===== config.mk =====
export PLATFORM = sky130hd
export DESIGN_NAME = board_level_data_frame_assembler
export DESIGN_NICKNAME = d
export VERILOG_FILES = /design/src/rtl/board_level_data_frame_assembler.sv
export SDC_FILE = /design/constraint.sdc
export NUM_CORES = 1
export LEC_CHECK = 0
export BUFFER_PORTS_ARGS = -buffer_cell sky130_fd_sc_hd__buf_2
export CORE_MARGIN = 5
export CORE_UTILIZATION = 56
export CTS_CLUSTER_DIAMETER = 100
export DETAILED_ROUTE_END_ITERATION = 7
export GPL_TIMING_DRIVEN = 0
export PLACE_DENSITY = 0.81
export SLEW_MARGIN = 25
export SYNTH_ARGS = -nofsm -noshare
export SYNTH_HDL_FRONTEND = slang
export SYNTH_SLANG_ARGS = --single-unit

===== constraint.sdc =====
create_clock -name clk -period 1.8 [get_ports clk]
set_input_delay 0 -clock clk [delete_from_list [all_inputs] [get_ports clk]]
set_output_delay 0 -clock clk [all_outputs]
set_load 0.02 [all_outputs]

===== src/rtl/board_level_data_frame_assembler.sv =====
// ----------------------------------------------------------------------------
// board_level_data_frame_assembler
//
// Packs the 6-bit symbol stream from the board-level physical decoder into
// an 8-bit byte stream with first/last markers. Reports frame completion,
// byte length and error status to the link layer. There is no backpressure.
// The block produces at most one byte per cycle. All outputs are registered.
//
// Ports:
//   clk           system clock
//   rst           synchronous reset, active-high
//   frame_start   start code received (qualified by sym_valid)
//   frame_end     end code received (qualified by sym_valid)
//   sym_data      decoded 6-bit symbol
//   sym_valid     sym_data/frame_start/frame_end valid this cycle
//   out_data      payload byte
//   out_valid     out_data valid, one-cycle strobe per byte
//   out_first     first byte of frame (qualified by out_valid)
//   out_last      final byte of frame (qualified by out_valid)
//   frame_done    one-cycle pulse at frame close
//   frame_error   frame closed abnormally (qualified by frame_done)
//   error_code    00 none, 01 misaligned end, 10 overflow, 11 nested start
//   frame_length  bytes emitted in the closed frame, held until next close
// ----------------------------------------------------------------------------
module board_level_data_frame_assembler #(
    parameter int MAX_FRAME_BYTES = 1024,
    parameter int LEN_WIDTH       = 11
) (
    input  logic                 clk,
    input  logic                 rst,
    input  logic                 frame_start,
    input  logic                 frame_end,
    input  logic [5:0]           sym_data,
    input  logic                 sym_valid,
    output logic [7:0]           out_data,
    output logic                 out_valid,
    output logic                 out_first,
    output logic                 out_last,
    output logic                 frame_done,
    output logic                 frame_error,
    output logic [1:0]           error_code,
    output logic [LEN_WIDTH-1:0] frame_length
);

    typedef enum logic [1:0] {
        ST_IDLE    = 2'd0,
        ST_RECV    = 2'd1,
        ST_DISCARD = 2'd2
    } state_e;

    localparam logic [1:0] ERR_NONE     = 2'b00;
    localparam logic [1:0] ERR_MISALIGN = 2'b01;
    localparam logic [1:0] ERR_OVERFLOW = 2'b10;
    localparam logic [1:0] ERR_NESTED   = 2'b11;

    localparam logic [LEN_WIDTH-1:0] MAX_COUNT = LEN_WIDTH'(MAX_FRAME_BYTES);

    state_e               state_q, state_d;
    logic [1:0]           phase_q, phase_d;
    logic [5:0]           acc_q, acc_d;
    logic [7:0]           hold_q, hold_d;
    logic                 hold_valid_q, hold_valid_d;
    logic                 first_pending_q, first_pending_d;
    logic [LEN_WIDTH-1:0] count_q, count_d;

    logic [7:0]           out_data_q, out_data_d;
    logic                 out_valid_q, out_valid_d;
    logic                 out_first_q, out_first_d;
    logic                 out_last_q, out_last_d;
    logic                 frame_done_q, frame_done_d;
    logic                 frame_error_q, frame_error_d;
    logic [1:0]           error_code_q, error_code_d;
    logic [LEN_WIDTH-1:0] frame_length_q, frame_length_d;

    logic                 is_start, is_end, is_data;
    logic [7:0]           packed_byte;

    // START wins if both flags arrive together: opening a frame is the safer
    // interpretation for a corrupted control symbol.
    assign is_start = sym_valid & frame_start;
    assign is_end   = sym_valid & frame_end & ~frame_start;
    assign is_data  = sym_valid & ~frame_start & ~frame_end;

    // MSB-first concatenation: acc holds the previous symbol, and the phase
    // selects how many of its bits are still unsent.
    always_comb begin
        // NOTE: every combinational output gets a default before the case, so
        // no path leaves it unassigned and no latch is inferred.
        packed_byte = 8'h00;
        case (phase_q)
            2'd1:    packed_byte = {acc_q[5:0], sym_data[5:4]};
            2'd2:    packed_byte = {acc_q[3:0], sym_data[5:2]};
            2'd3:    packed_byte = {acc_q[1:0], sym_data[5:0]};
            default: packed_byte = 8'h00;
        endcase
    end

    always_comb begin
        logic       close_frame;
        logic [1:0] close_code;
        logic       open_frame;

        state_d         = state_q;
        phase_d         = phase_q;
        acc_d           = acc_q;
        hold_d          = hold_q;
        hold_valid_d    = hold_valid_q;
        first_pending_d = first_pending_q;
        count_d         = count_q;
        out_data_d      = out_data_q;
        out_valid_d     = 1'b0;
        out_first_d     = 1'b0;
        out_last_d      = 1'b0;
        frame_done_d    = 1'b0;
        frame_error_d   = 1'b0;
        error_code_d    = ERR_NONE;
        frame_length_d  = frame_length_q;
        close_frame     = 1'b0;
        close_code      = ERR_NONE;
        open_frame      = 1'b0;

        case (state_q)
            ST_IDLE: begin
                if (is_start) open_frame = 1'b1;
            end
            ST_RECV: begin
                if (is_start) begin
                    close_frame = 1'b1;
                    close_code  = ERR_NESTED;
                    open_frame  = 1'b1;
                end else if (is_end) begin
                    close_frame = 1'b1;
                    close_code  = (phase_q == 2'd0) ? ERR_NONE : ERR_MISALIGN;
                    state_d     = ST_IDLE;
                end else if (is_data) begin
                    acc_d   = sym_data;
                    phase_d = phase_q + 2'd1;
                    if (phase_q != 2'd0) begin
                        if (count_q == MAX_COUNT) begin
                            // The byte that would exceed the limit is dropped.
                            // The frame closes on the byte already held.
                            close_frame = 1'b1;
                            close_code  = ERR_OVERFLOW;
                            state_d     = ST_DISCARD;
                        end else begin
                            // The new byte replaces the held one, and the
                            // held byte leaves. It is not last, because
                            // another byte follows it.
                            hold_d       = packed_byte;
                            hold_valid_d = 1'b1;
                            count_d      = count_q + LEN_WIDTH'(1);
                            if (hold_valid_q) begin
                                out_valid_d     = 1'b1;
                                out_data_d      = hold_q;
                                out_first_d     = first_pending_q;
                                first_pending_d = 1'b0;
                            end
                        end
                    end
                end
            end
            ST_DISCARD: begin
                if (is_start)    open_frame = 1'b1;
                else if (is_end) state_d    = ST_IDLE;
            end
            default: state_d = ST_IDLE;
        endcase

        if (close_frame) begin
            if (hold_valid_q) begin
                out_valid_d = 1'b1;
                out_data_d  = hold_q;
                out_first_d = first_pending_q;
                out_last_d  = 1'b1;
            end
            hold_valid_d   = 1'b0;
            frame_done_d   = 1'b1;
            frame_error_d  = (close_code != ERR_NONE);
            error_code_d   = close_code;
            frame_length_d = count_q;
        end

        if (open_frame) begin
            state_d         = ST_RECV;
            phase_d         = 2'd0;
            count_d         = '0;
            hold_valid_d    = 1'b0;
            first_pending_d = 1'b1;
        end
    end

    always_ff @(posedge clk) begin
        // NOTE: sequential state uses non-blocking assignments only, so every
        // register samples the pre-edge value of every other register.
        if (rst) begin
            state_q         <= ST_IDLE;
            phase_q         <= 2'd0;
            acc_q           <= '0;
            hold_q          <= '0;
            hold_valid_q    <= 1'b0;
            first_pending_q <= 1'b0;
            count_q         <= '0;
            out_data_q      <= '0;
            out_valid_q     <= 1'b0;
            out_first_q     <= 1'b0;
            out_last_q      <= 1'b0;
            frame_done_q    <= 1'b0;
            frame_error_q   <= 1'b0;
            error_code_q    <= ERR_NONE;
            frame_length_q  <= '0;
        end else begin
            state_q         <= state_d;
            phase_q         <= phase_d;
            acc_q           <= acc_d;
            hold_q          <= hold_d;
            hold_valid_q    <= hold_valid_d;
            first_pending_q <= first_pending_d;
            count_q         <= count_d;
            out_data_q      <= out_data_d;
            out_valid_q     <= out_valid_d;
            out_first_q     <= out_first_d;
            out_last_q      <= out_last_d;
            frame_done_q    <= frame_done_d;
            frame_error_q   <= frame_error_d;
            error_code_q    <= error_code_d;
            frame_length_q  <= frame_length_d;
        end
    end

    assign out_data     = out_data_q;
    assign out_valid    = out_valid_q;
    assign out_first    = out_first_q;
    assign out_last     = out_last_q;
    assign frame_done   = frame_done_q;
    assign frame_error  = frame_error_q;
    assign error_code   = error_code_q;
    assign frame_length = frame_length_q;

endmodule


==> results.rst <==
.. list-table::
   :header-rows: 1

   * - Metric
     - Value
   * - Status
     - finished clean
   * - Placed cell count
     - 347
   * - Final-stage net count
     - 331
   * - Worst rel slew slack
     - 68.01%
   * - Cell with the most instances after synthesis
     - sky130_fd_sc_hd__dfxtp_1
   * - Launch instance of the worst min-delay path
     - rst
   * - Mean number of vias per cell
     - 5.852
   * - Final wirelength
     - 5716 um
   * - Cell taking the most area after synthesis
     - sky130_fd_sc_hd__dfxtp_1
   * - CTS clock-pin slew for the worst setup and hold paths
     - 0.07 ns
   * - Upper clock frequency limit
     - 579.0 MHz
   * - Placeable core area
     - 0.004354 mm^2
   * - Power spent charging and discharging nets
     - 0.5799 mW
   * - Die boundary width
     - 76.80 um
   * - Proportion of register bits with asynchronous set or reset after synthesis
     - 0%
   * - Antenna violations before repair
     - 0
   * - Synth Net Count
     - 276
   * - Portion of synthesized cell area occupied by the leading cell type
     - 45.67%
   * - Highest ir drop seen on vdd
     - 0.5563 mV
   * - Post-route antenna net violation count
     - 0
   * - Largest fanout on the critical path
     - 4
   * - Synthesis Warnings
     - 0
   * - Type of the worst setup path
     - reg2reg
   * - Class of the most critical hold timing path
     - in2reg
   * - Final count of pins violating max slew
     - 0
   * - Share of cells above drive strength 1
     - 24.14%
   * - Top_reg_cell synth
     - sky130_fd_sc_hd__dfxtp_1
   * - Number of instances in the synthesized netlist
     - 259
   * - Gr ovfl total
     - 0
   * - Leakage power
     - 1.221 nW
   * - Actual transition at the worst max-transition pin
     - 0.4799 ns
   * - Maximum clock insertion buffer count
     - 2
   * - Later-pin clock latency in the skew report
     - 0.33 ns
   * - Total of buffers placed on input and output ports
     - 36
   * - Post-Synthesis Cell Area
     - 0.002499 mm^2
   * - Smallest hold slack
     - 0.02962 ns
   * - Final Cycle Share
     - 95.95%
   * - Power Internal
     - 1.980 mW
   * - Power, Total
     - 2.560 mW
   * - Beginning of the worst register-to-register path
     - phase_q[0]$_SDFFE_PP0P_
   * - Fraction of power consumed by sequential logic
     - 49.6%
   * - Worst EP required
     - 2.01 ns
   * - First-pass GRT wire length
     - 9280 um
   * - Num Clock Sinks
     - 57
   * - Final instance count without filler cells
     - 371
   * - Count of cell types in the netlist
     - 42
   * - Category of the worst setup path launch point
     - flop
   * - Proportion of power drawn by the clock network
     - 46.1%
   * - Boundary pin count
     - 37
   * - Largest clock skew in the final design
     - 0.01110 ns
   * - Placement row count
     - 24
   * - Floorplan die area
     - 0.005897 mm^2
   * - Residual DRC
     - 0
   * - Inserted Clock Buffers
     - 9
   * - Largest net degree at the start of global routing
     - 11
   * - Total number of H-tree levels
     - 3
   * - Final setup violation count
     - 0
   * - Number of synthesized register bits
     - 57
   * - Final weighted congestion in routability-driven placement
     - 0.9162
   * - Clock tree root buffer cell
     - sky130_fd_sc_hd__clkbuf_8
   * - Critical path capture point type
     - flop
   * - Worst hold path stage count
     - 3
   * - Pwr dens
     - 827.5 mW/mm^2
   * - Vias
     - 2171
   * - TritonCTS clock tree
     - yes
   * - Wire length per cell
     - 15.41 um
   * - Starting Density
     - 57.39%
   * - Fraction of power consumed by combinational cells
     - 4.3%
   * - Post-Synthesis Mean Instance Area
     - 9.647 um^2
   * - Switching portion of total power
     - 22.65%
   * - Height of the die
     - 76.80 um
   * - RSZ-0062 raised after global routing
     - no
   * - Final-report hold violation count
     - 0
   * - Final min period
     - 1.727 ns
   * - Data arrival time of the worst path
     - 1.94 ns
   * - Share of synthesized area occupied by flip-flops and latches
     - 45.67%
   * - Origin of the worst setup path
     - phase_q[0]$_SDFFE_PP0P_
   * - Signed area change from the synthesized netlist to the final layout
     - 23.84%
   * - Overall routing resource usage
     - 19.43%
   * - Initial detailed-routing violation count
     - 184
   * - Half-perimeter wire length after detailed placement
     - 3751 um
   * - Vias in the first global route
     - 1939
   * - Post-synth EDFFs
     - 0
   * - Number of violations of the max-capacitance limit
     - 0
   * - Leading post-synthesis cells by cell area
     - sky130_fd_sc_hd__dfxtp_1 (46%), sky130_fd_sc_hd__mux2i_1 (10%), sky130_fd_sc_hd__nand2b_1 (5.8%)
   * - Most numerous cell types in the synthesized netlist
     - sky130_fd_sc_hd__dfxtp_1 (57), sky130_fd_sc_hd__mux2i_1 (26), sky130_fd_sc_hd__nand2b_1 (23)
   * - ANT cells
     - 0
   * - Register-to-Register Path Depth
     - 7
   * - Utilization of the core after routing
     - 71.06%
   * - Drt first pass iters
     - 7
==> per-layer routing <==
metal / track usage (%) / part of all wire [%]
met4: 8.392 / 1.9
met1: 25.27 / 44
met3: 6.206 / 6.9
met2: 29.37 / 47
met5: 0 / 0
==> cell families (layout without fill, tap and decap cells) <==
logic type | Yosys count | count (layout) | share of synthesized area, %
AND/OR/NAND/NOR | 90 | 90 | 21.03
multiplexers | 26 | 26 | 10.42
flip-flops | 57 | 57 | 45.67
adder cells (fa/ha/maj) | 6 | 6 | 3.004
AO/OA/AOI/OAI | 53 | 53 | 14.72
XOR/XNOR | 3 | 3 | 1.052
buffers and inverters | 24 | 84 | 4.106
==> critical path, stage by stage, from the launching register on <==
cell and delay, ns:
sky130_fd_sc_hd__dfxtp_2 0.35, sky130_fd_sc_hd__inv_2 0.09, sky130_fd_sc_hd__ha_4 0.17, sky130_fd_sc_hd__inv_1 0.10, sky130_fd_sc_hd__o311ai_4 0.30, sky130_fd_sc_hd__clkdlybuf4s15_2 0.33, sky130_fd_sc_hd__mux2i_1 0.21, sky130_fd_sc_hd__nor2_1 0.05
==> final timing paths <==
check	endpoint	slack (ns)
worst max-delay path	out_data[5]$_SDFF_PP0_	0.07
worst min-delay path	frame_length[1]$_SDFFE_PP0P_	0.03
worst max register to register	out_data[5]$_SDFF_PP0_	0.07
worst min register to register	out_first$_SDFF_PP0_	0.46
==> flip-flops by register name (all words and copies together) (netlist names) <==
register and cells:
phase_q 2, out_data 8, acc_q 6, out_last 1
count_q 11, out_first 1, state_q 2, frame_done 1
frame_length 11, error_code 2, out_valid 1, first_pending_q 1
frame_error 1, hold_q 8, hold_valid_q 1
==> final cells by class <==
cell class | count | area, um^2
Buffer | 16 | 75.07
Clock buffer | 10 | 137.6
Clock inverter | 6 | 57.56
Fill cell | 322 | 1260
Inverter | 8 | 30.03
Multi-Input combinational cell | 178 | 1324
Sequential cell | 57 | 1146
Tap cell | 52 | 65.06
Timing Repair Buffer | 44 | 259.0
==> repair_timing <==
item / 4_1_cts / 5_1_grt
hold endpoints to repair: 6 / 0
pin swaps: 1 / 2
endpoints found under the setup margin: 30 / 35
hold buffers: 6 / 0
buffers inserted: 0 / 1
resized for setup: 5 / 13
cloned: 0 / 1
==> cell usage in the layout, fill, tap and decap left out, types with 4 or more instances in the layout <==
cell type	n
sky130_fd_sc_hd__a21oi_1	19
sky130_fd_sc_hd__ha_1	5
sky130_fd_sc_hd__dlygate4sd3_1	6
sky130_fd_sc_hd__mux2i_1	25
sky130_fd_sc_hd__nand3_1	5
sky130_fd_sc_hd__clkbuf_1	8
sky130_fd_sc_hd__nand2b_1	23
sky130_fd_sc_hd__nand4_1	5
sky130_fd_sc_hd__clkinv_2	4
sky130_fd_sc_hd__nor2_1	22
sky130_fd_sc_hd__buf_2	39
sky130_fd_sc_hd__a211oi_1	9
sky130_fd_sc_hd__inv_1	6
sky130_fd_sc_hd__a222oi_1	8
sky130_fd_sc_hd__nand2_1	8
sky130_fd_sc_hd__dfxtp_2	4
sky130_fd_sc_hd__o31ai_1	4
sky130_fd_sc_hd__dfxtp_1	53
sky130_fd_sc_hd__o21ai_0	4
sky130_fd_sc_hd__clkbuf_8	10
==> stage by stage <==
| step | setup slack [ns] | setup TNS (ns) | cell area (um^2) |
|---|---|---|---|
| 4_1_cts | 0.02428 | 0 | 3027 |
| 3_5_place_dp | -0.07006 | -0.9586 | 2744 |
| 5_1_grt | 0.001584 | 0 | 3094 |
| 6_report | 0.07294 | 0 | 3094 |
| 3_3_place_gp | -0.04801 | -0.2562 | 2744 |
| 2_1_floorplan | 0.1371 | 0 | 2499 |
==> power groups by stage <==
stage / Clock (mW) / Combinational [mW] / Sequential, mW
6_report: 1.18 / 0.110 / 1.27
5_1_grt: 1.29 / 0.120 / 1.27
4_1_cts: 1.20 / 0.106 / 1.27
3_5_place_dp: 0 / 0.0951 / 1.30
3_3_place_gp: 0 / 0.0944 / 1.30
2_1_floorplan: 0 / 0.0583 / 1.30
Note: power is estimated with default switching activity, not from simulation.
